$ cat src/rtl/smooth_filter_pkg.sv
// Shared sizes, types and the power-on smoothing kernel for smooth_filter.
// Also holds the rounding/saturating normalisation used on the weighted sum.
package smooth_filter_pkg;

    localparam int IMG_W_DEF  = 256;
    localparam int IMG_H_DEF  = 256;
    localparam int KSHIFT_DEF = 4;

    typedef logic [7:0]  coef_t;
    typedef logic [15:0] prod_t;
    typedef logic [19:0] sum_t;
    typedef coef_t [8:0] kernel_t;

    // Index 3*i+j, row-major from the top-left tap; the kernel is symmetric.
    localparam kernel_t DEFAULT_KERNEL = {8'd1, 8'd2, 8'd1,
                                          8'd2, 8'd4, 8'd2,
                                          8'd1, 8'd2, 8'd1};

    function automatic logic [7:0] round_sat(input sum_t sum, input int shift);
        logic [20:0] r;
        r = ({1'b0, sum} + (21'd1 << (shift - 1))) >> shift;
        return (r > 21'd255) ? 8'hFF : r[7:0];
    endfunction

endpackage

$ cat src/rtl/smooth_line_buffer.sv
// One-line delay for the 3x3 window: dout is the pixel written DEPTH strobes ago.
// Contents are not cleared on reset; the filter masks stale data by position.
module smooth_line_buffer
    import smooth_filter_pkg::*;
#(
    parameter int DEPTH = IMG_W_DEF
) (
    input  logic       clk,
    input  logic       rst_n,
    input  logic       en,
    input  logic [7:0] din,
    output logic [7:0] dout
);

    localparam int AW = $clog2(DEPTH);

    logic [7:0]    mem [DEPTH];
    logic [AW-1:0] ptr;

    assign dout = mem[ptr];

    always_ff @(posedge clk) begin
        if (rst_n) begin
            ptr <= '0;
        end else if (en) begin
            ptr <= ptr + AW'(1);
        end
    end

    always_ff @(posedge clk) begin
        if (en) begin
            mem[ptr] <= din;
        end
    end

endmodule

$ cat src/rtl/smooth_filter.sv
// Streaming 3x3 weighted smoothing filter with zero padding, 2-edge latency after the window.
// SMOOTHFILTER_KERNEL_WR_EN enables runtime coefficient writes; otherwise the kernel is fixed.
module smooth_filter
    import smooth_filter_pkg::*;
#(
    parameter int IMG_W  = IMG_W_DEF,
    parameter int IMG_H  = IMG_H_DEF,
    parameter int KSHIFT = KSHIFT_DEF
) (
    input  logic       clk,
    input  logic       rst_n,
    input  logic       i_strb,
    input  logic [7:0] i_data,
    output logic       o_strb,
    output logic [7:0] o_data,
    input  logic       kernel_write,
    input  logic [3:0] kernel_idx,
    input  logic [7:0] kernel_data
);

    localparam int CW  = $clog2(IMG_W);
    localparam int RW  = $clog2(IMG_H);
    localparam int WUW = $clog2(IMG_W + 2);
    localparam logic [CW-1:0]  COL_LAST = CW'(IMG_W - 1);
    localparam logic [RW-1:0]  ROW_LAST = RW'(IMG_H - 1);
    localparam logic [WUW-1:0] WARM     = WUW'(IMG_W + 1);

    kernel_t coef;

`ifdef SMOOTHFILTER_KERNEL_WR_EN
    always_ff @(posedge clk) begin
        if (rst_n) begin
            coef <= DEFAULT_KERNEL;
        end else if (kernel_write && kernel_idx <= 4'd8) begin
            coef[kernel_idx] <= kernel_data;
        end
    end
`else
    logic kernel_unused;
    assign coef          = DEFAULT_KERNEL;
    assign kernel_unused = ^{kernel_write, kernel_idx, kernel_data};
`endif

    logic [7:0] lb0_out, lb1_out;

    smooth_line_buffer #(.DEPTH(IMG_W)) u_lb0 (
        .clk  (clk),
        .rst_n(rst_n),
        .en   (i_strb),
        .din  (i_data),
        .dout (lb0_out)
    );

    smooth_line_buffer #(.DEPTH(IMG_W)) u_lb1 (
        .clk  (clk),
        .rst_n(rst_n),
        .en   (i_strb),
        .din  (lb0_out),
        .dout (lb1_out)
    );

    // Right window column holds pixels n-2W, n-W, n; the centre is pixel n-W-1.
    logic [7:0]     win [3][3];
    logic           s1_valid;
    logic [CW-1:0]  s1_col, c_col;
    logic [RW-1:0]  s1_row, c_row;
    logic [WUW-1:0] warm;

    always_ff @(posedge clk) begin
        if (rst_n) begin
            for (int i = 0; i < 3; i++) begin
                for (int j = 0; j < 3; j++) begin
                    win[i][j] <= '0;
                end
            end
            s1_valid <= 1'b0;
            s1_col   <= '0;
            s1_row   <= '0;
            c_col    <= '0;
            c_row    <= '0;
            warm     <= '0;
        end else begin
            s1_valid <= 1'b0;
            if (i_strb) begin
                for (int i = 0; i < 3; i++) begin
                    win[i][0] <= win[i][1];
                    win[i][1] <= win[i][2];
                end
                win[0][2] <= lb1_out;
                win[1][2] <= lb0_out;
                win[2][2] <= i_data;
                if (warm != WARM) begin
                    warm <= warm + WUW'(1);
                end else begin
                    s1_valid <= 1'b1;
                    s1_col   <= c_col;
                    s1_row   <= c_row;
                    c_col    <= (c_col == COL_LAST) ? '0 : c_col + CW'(1);
                    if (c_col == COL_LAST) begin
                        c_row <= (c_row == ROW_LAST) ? '0 : c_row + RW'(1);
                    end
                end
            end
        end
    end

    // Zero padding is decided by the centre pixel's own position.
    logic [7:0] tap [3][3];

    always_comb begin
        for (int i = 0; i < 3; i++) begin
            for (int j = 0; j < 3; j++) begin
                tap[i][j] = win[i][j];
                if ((i == 0 && s1_row == '0) || (i == 2 && s1_row == ROW_LAST) ||
                    (j == 0 && s1_col == '0) || (j == 2 && s1_col == COL_LAST)) begin
                    tap[i][j] = '0;
                end
            end
        end
    end

    prod_t prod [9];
    logic  s2_valid;

    always_ff @(posedge clk) begin
        if (rst_n) begin
            s2_valid <= 1'b0;
            for (int k = 0; k < 9; k++) begin
                prod[k] <= '0;
            end
        end else begin
            s2_valid <= s1_valid;
            if (s1_valid) begin
                for (int i = 0; i < 3; i++) begin
                    for (int j = 0; j < 3; j++) begin
                        prod[3*i+j] <= prod_t'(tap[i][j]) * prod_t'(coef[3*i+j]);
                    end
                end
            end
        end
    end

    sum_t sum;

    always_comb begin
        sum = '0;
        for (int k = 0; k < 9; k++) begin
            sum = sum + sum_t'(prod[k]);
        end
    end

    always_ff @(posedge clk) begin
        if (rst_n) begin
            o_strb <= 1'b0;
            o_data <= '0;
        end else begin
            o_strb <= s2_valid;
            if (s2_valid) begin
                o_data <= round_sat(sum, KSHIFT);
            end
        end
    end

endmodule

$ cat config.mk
export PLATFORM = sky130hd
export DESIGN_NAME = smooth_filter
export DESIGN_NICKNAME = d
export VERILOG_FILES = /design/src/rtl/smooth_filter_pkg.sv /design/src/rtl/smooth_line_buffer.sv /design/src/rtl/smooth_filter.sv
export SDC_FILE = /design/constraint.sdc
export NUM_CORES = 2
export LEC_CHECK = 0
export CAP_MARGIN = 20
export CORE_ASPECT_RATIO = 2
export CORE_MARGIN = 4
export CORE_UTILIZATION = 63
export CTS_CLUSTER_DIAMETER = 40
export DETAILED_ROUTE_END_ITERATION = 8
export PLACE_DENSITY = 0.79
export SLEW_MARGIN = 20
export SYNTH_ARGS = -nofsm -noshare
export SYNTH_HDL_FRONTEND = slang
export SYNTH_MEMORY_MAX_BITS = 65536
export SYNTH_SLANG_ARGS = --single-unit
$ cat constraint.sdc
create_clock -name clk -period 18.4 [get_ports clk]
set_clock_uncertainty 0.1 [all_clocks]
set_input_delay 1.84 -clock clk [delete_from_list [all_inputs] [get_ports clk]]
set_output_delay 1.84 -clock clk [all_outputs]
set_load 0.02 [all_outputs]
======== After elaboration in Yosys (flattened, before gate mapping) ========
Memories as Yosys holds them, arrays and structs flattened. A register that Yosys moved wholly into a read port is not among the register bits.
Cells that the tools add are included.
storage, ports and cells
  register bits after elaboration ......... 68
  output and inout bits ................... 9
  input port bits ......................... 24
  bits in writable memories ............... 4258
  word-level logic and storage cells ...... 108
  memories kept ........................... 4
cells by class
  $add $sub $neg .......................... 14
  order comparisons ....................... 1
  reductions and logical operators ........ 10
  bitwise logic cells ..................... 20
  equal/unequal tests ..................... 5
  mux-type cells .......................... 43
memories
  memory     depth  bits a word  read ports  clocked after Yosys merged registers in  wr ports  RTL line                  text
  u_lb0.mem  256    8            1           1                                        1         smooth_line_buffer.sv:17  logic [7:0] mem [DEPTH];
  u_lb1.mem  256    8            1           1                                        1         smooth_line_buffer.sv:17
  prod       9      10           9           0                                        9         smooth_filter.sv:122      prod_t prod [9];
  win        3      24           3           0                                        3         smooth_filter.sv:63       logic [7:0] win [3][3];
operators by type and width
  kind                                                                              count
  8-bit 2-to-1 mux                                                                  24
  10-bit 2-to-1 mux                                                                 9
  20-bit by 16-bit adder with 20-bit output                                         4
  8-bit by 1-bit adder with 8-bit output, second input constant                     4
  8-bit equality test, second input constant                                        4
  20-bit by 4-bit adder with 21-bit output, second input constant                   1
  19-bit by 16-bit adder with 20-bit output                                         1
  18-bit by 16-bit adder with 19-bit output                                         1
  17-bit by 16-bit adder with 18-bit output                                         1
  1-bit OR                                                                          18
  16-bit by 16-bit adder with 17-bit output                                         1
  17-bit by 8-bit greater-than comparator with 1-bit output, second input constant  1
  8-bit zero test                                                                   2
  1-bit 2-to-1 mux                                                                  10
  9-bit by 1-bit adder with 9-bit output, second input constant                     1
  9-bit inequality test, second input constant                                      1
  1-bit logical OR                                                                  4
  2-bit AND reduction                                                               2
  3-bit AND reduction                                                               1
  1-bit inverter                                                                    2
  2-bit OR reduction                                                                1

======== Longest topological paths before layout ========
An unclocked memory read counts as a cell.
  depth in word-level cells ............... 12
  gate-level depth with buffers ........... 17
  mapped depth without buffers ............ 17

======== Modules after synthesis ========
From an unflattened synthesis, not the netlist that was laid out.
second synthesis, totals
  cell total of the unflattened synthesis .. 8368
  area, all modules ....................... 168743.1 sq um
by module, submodules not included
  module              instances  sequential area each (sq um)  area an instance (sq um)  cells an instance
  smooth_line_buffer  2          61819.3                       79642.6                   3799
  smooth_filter       1          5365.1                        9457.8                    770

======== Least setup slack after synthesis ========
No wires, ideal clock.
  path kind ............................... reg-to-reg
  from .................................... reg (tool-made name)
  to ...................................... mem u_lb1.mem[0][7], data pin
  path slack .............................. 2693 ps
  data required time ...................... 15865 ps
  cell stages (with the launch flop) ...... 9
  arrival time ............................ 13172 ps
  setup time .............................. 2435 ps
  cells stage by stage .................... dfxtp_1 -> buf_4 -> buf_4 -> buf_4 -> clkbuf_1 -> mux2i_1 -> o221ai_1 -> a2111o_1 -> a311oi_1
RTL lines
  what       RTL line
  to (decl)  smooth_line_buffer.sv:17

==> out/qor.txt <==
fraction of power spent switching nets: 22.26%
setup TNS: 0 ns
Worst Path Max Fanout: 104
Seq pwr share: 53.9%
gr ovfl total: 0
area occupied by multi-input gates: 0.03716 sq mm
root buffer cell: clkbuf_16
clock buffer depth: 4
outcome: finished, final reports clean
critical path cell sequence: buf_4 -> buf_4 -> buf_4 -> nand2b_1 -> buf_4 -> o221ai_1 -> a21oi_1 -> or4_1 -> o311ai_0 -> buf_4 -> nor2_4 -> buf_4 -> buf_4
clock buffer count from CTS: 360
average wire per cell in the routed design: 36.07 um
H-tree levels: 5
initial antenna violation count: 17
I/O Pins: 33
post-synthesis register bit count: 4,324
net switching power: 4.557 mW
Die Span Y: 739.9 um
vias in the first global route: 87,020
post-synth net total: 8,274
slew margin rel.: 17.05%
Slowest cell on crit path: buf_4
most used flip-flop cell after synthesis: edfxtp_1
area post-placement: 0.1726 sq mm
Yosys cell types: 72
max_cap viols: 0
drt pass-1 iters: 9
Final Critical Period: 7.770 ns
row cnt: 268
Logic pwr share: 7.5%
fill count: 15,290
Routability Congestion: 0.9476
core area: 0.2666 sq mm
Synth area leaders: edfxtp_1, mux4_2, nor2_1
sequential share of the synthesized area: 76.46%
IO Port Bufs: 19
Area Overhead vs Synth: 9.529%
Via density: 6.929
post-CTS setup repair buffer count: 0
Hold Fails Final Rpt: 0
GRT Total Usage: 31.70%
Peak Freq: 128.7 MHz
Max Slew Vio Count: 0
Design Area, Final: 0.1848 sq mm
Least-Margin Pin Slew: 1.241 ns
CP Data Arrival Time: 8.18 ns
worst hold path class: register to register
endpoint class of the critical path: register
clock share of power: 38.6%
Die ar.: 0.2766 sq mm
Clk pin slew, worst setup/hold paths: 0.07 ns
max incr delay on CP: 0.83 ns
cell type group with the largest total delay on the critical path: buffers and inverters
Syn. warnings: 0
dominant cell type by area after synthesis: edfxtp_1
VDD IR-drop max: 0.00009474 V
RSZ-0062 raised after global routing: no
EDFF count, synth: 4,240
FFs w/ async S/R, synth: 0%
period utilization: 42.23%
Detailed Route Iter0 Violations: 11,250
Routed Antenna Nets: 0
Syn Area/Cell: 20.66 sq um
dpl hpwl: 271,500 um
DRC errors left: 0
final setup fails: 0
drt total wl: 435,700 um
total number of vias: 83,700
Nets: 8,371
Clock Sinks: 4,324
CTS tree: done
CP most frequent cell: buf_4
share of layout cells above drive strength 1: 21.69%
most common cell in the netlist: edfxtp_1
Post-synth top cells: edfxtp_1, mux4_2, nor2_1
CP bufs+invs: 7
worst-skew pair later-pin latency: 0.93 ns
FF+latch area: 0.1290 sq mm
cell count after synthesis: 8,166
Int Pwr: 15.92 mW
power density cells: 110.8 mW/mm^2
pin count of the biggest net entering global routing: 255
Pleak: 56.65 nW
share of the synthesized area in the top cell type: 75.46%
die width: 373.9 um
Worst setup SP type: register
Initial Util: 63.29%
mapped cell area: 0.1687 sq mm
cts hold-fix bufs: 0
post-CTS resize count: 0
Setup CP Type: register to register
first-pass GRT wire length: 626,000 um
CP Data Required Time: 18.81 ns
[cell usage in the layout, fill, tap and decap left out, drive strengths merged, types with 43 or more instances in the layout]
| master | count |
|---|---|
| edfxtp | 4240 |
| mux4 | 1032 |
| nor2 | 646 |
| clkbuf | 443 |
| nand2 | 268 |
| buf | 174 |
| mux2i | 155 |
| and2 | 154 |
| clkinv | 142 |
| a21oi | 132 |
| inv | 131 |
| o22ai | 115 |
| a22oi | 105 |
| dfxtp | 84 |
| nor3 | 71 |
| fa | 53 |
| nand3 | 53 |
| o21ai | 49 |
| bufinv | 43 |
[state kept, by name, summed over array words and instances (netlist names), named ones only]
signal,cells
u_lb1.mem,2048
warm,9
s2_valid,1
s1_row,8
c_col,8
u_lb0.mem,2048
prod,72
u_lb0.ptr,8
u_lb1.ptr,8
o_strb,1
c_row,8
s1_col,8
s1_valid,1
win,72
o_data,8
[power by group through the flow]
stage | Clock [mW] | Combinational (mW) | Sequential, mW
after floorplan | 0 | 0.990 | 11.3
after CTS | 7.93 | 1.53 | 11.0
after global routing | 8.36 | 1.63 | 11.0
after detailed placement | 0 | 1.51 | 11.3
after global placement | 0 | 1.46 | 11.3
final | 7.89 | 1.54 | 11.0
[through the flow]
step	power [mW]	hold WS, ns	util [%]	instances	setup WS, ns
final	20.47	0.3778	69.32	12080	10.63
after global routing	21.03	0.4035	69.32	12070	10.45
after CTS	20.50	0.3754	69.26	12060	10.71
after detailed placement	12.77	0.3620	64.75	11410	10.83
after global placement	12.72	0.3583	64.73	11400	11.10
after floorplan	12.32	0.3404	-	8166	2.693
[final timing paths]
path,from,to,slack (ns),cells after the start
worst max register to register,register,u_lb1.mem[141][5],10.63,13
worst min-delay path,c_row[6],s1_row[6],0.38,2
worst max-delay path,register,u_lb1.mem[141][5],10.63,13
worst min register to register,c_row[6],s1_row[6],0.38,2
[per-layer routing]
| layer | share of wire (%) | wire (um) | GRT usage [%] |
|---|---|---|---|
| met5 | 0.017 | 76 | 0.03494 |
| met2 | 52 | 227400 | 54.22 |
| met4 | 11 | 48650 | 27.76 |
| met3 | 7.6 | 33000 | 5.343 |
| met1 | 29 | 126500 | 33.96 |
[worst register-to-register path: cells and delay by family, from the launching register on]
kind | cells | cell delay (ns)
buffers and inverters | 7 | 4.12
AOI/OAI and AO/OA | 3 | 1.26
DFF | 1 | 0.76
and+or+nand+nor | 3 | 0.95
[logic make-up (layout without fill, tap and decap cells)]
| family | after synthesis | count (layout) | share of synthesized area, % |
|---|---|---|---|
| flops | 4324 | 4324 | 76.46 |
| buf+inv | 567 | 959 | 1.651 |
| simple gates | 1370 | 1370 | 3.685 |
| other cells | 0 | 11 | 0 |
| xor+xnor | 37 | 37 | 0.1921 |
| fa+ha+maj | 84 | 84 | 0.8588 |
| compound gates | 561 | 561 | 2.216 |
| mux | 1223 | 1223 | 14.94 |
[final cells by class]
| type | count | area share (%) |
|---|---|---|
| flip-flops and latches | 4324 | 69.83 |
| multi-input cells | 3275 | 20.11 |
| clock buffers | 435 | 5.193 |
| well taps | 3510 | 2.377 |
| clock inverters | 222 | 1.307 |
| repair buffers | 191 | 0.9459 |
| inverters | 111 | 0.2255 |
| diodes | 11 | 0.01490 |
(Power assumes the default switching activity.)
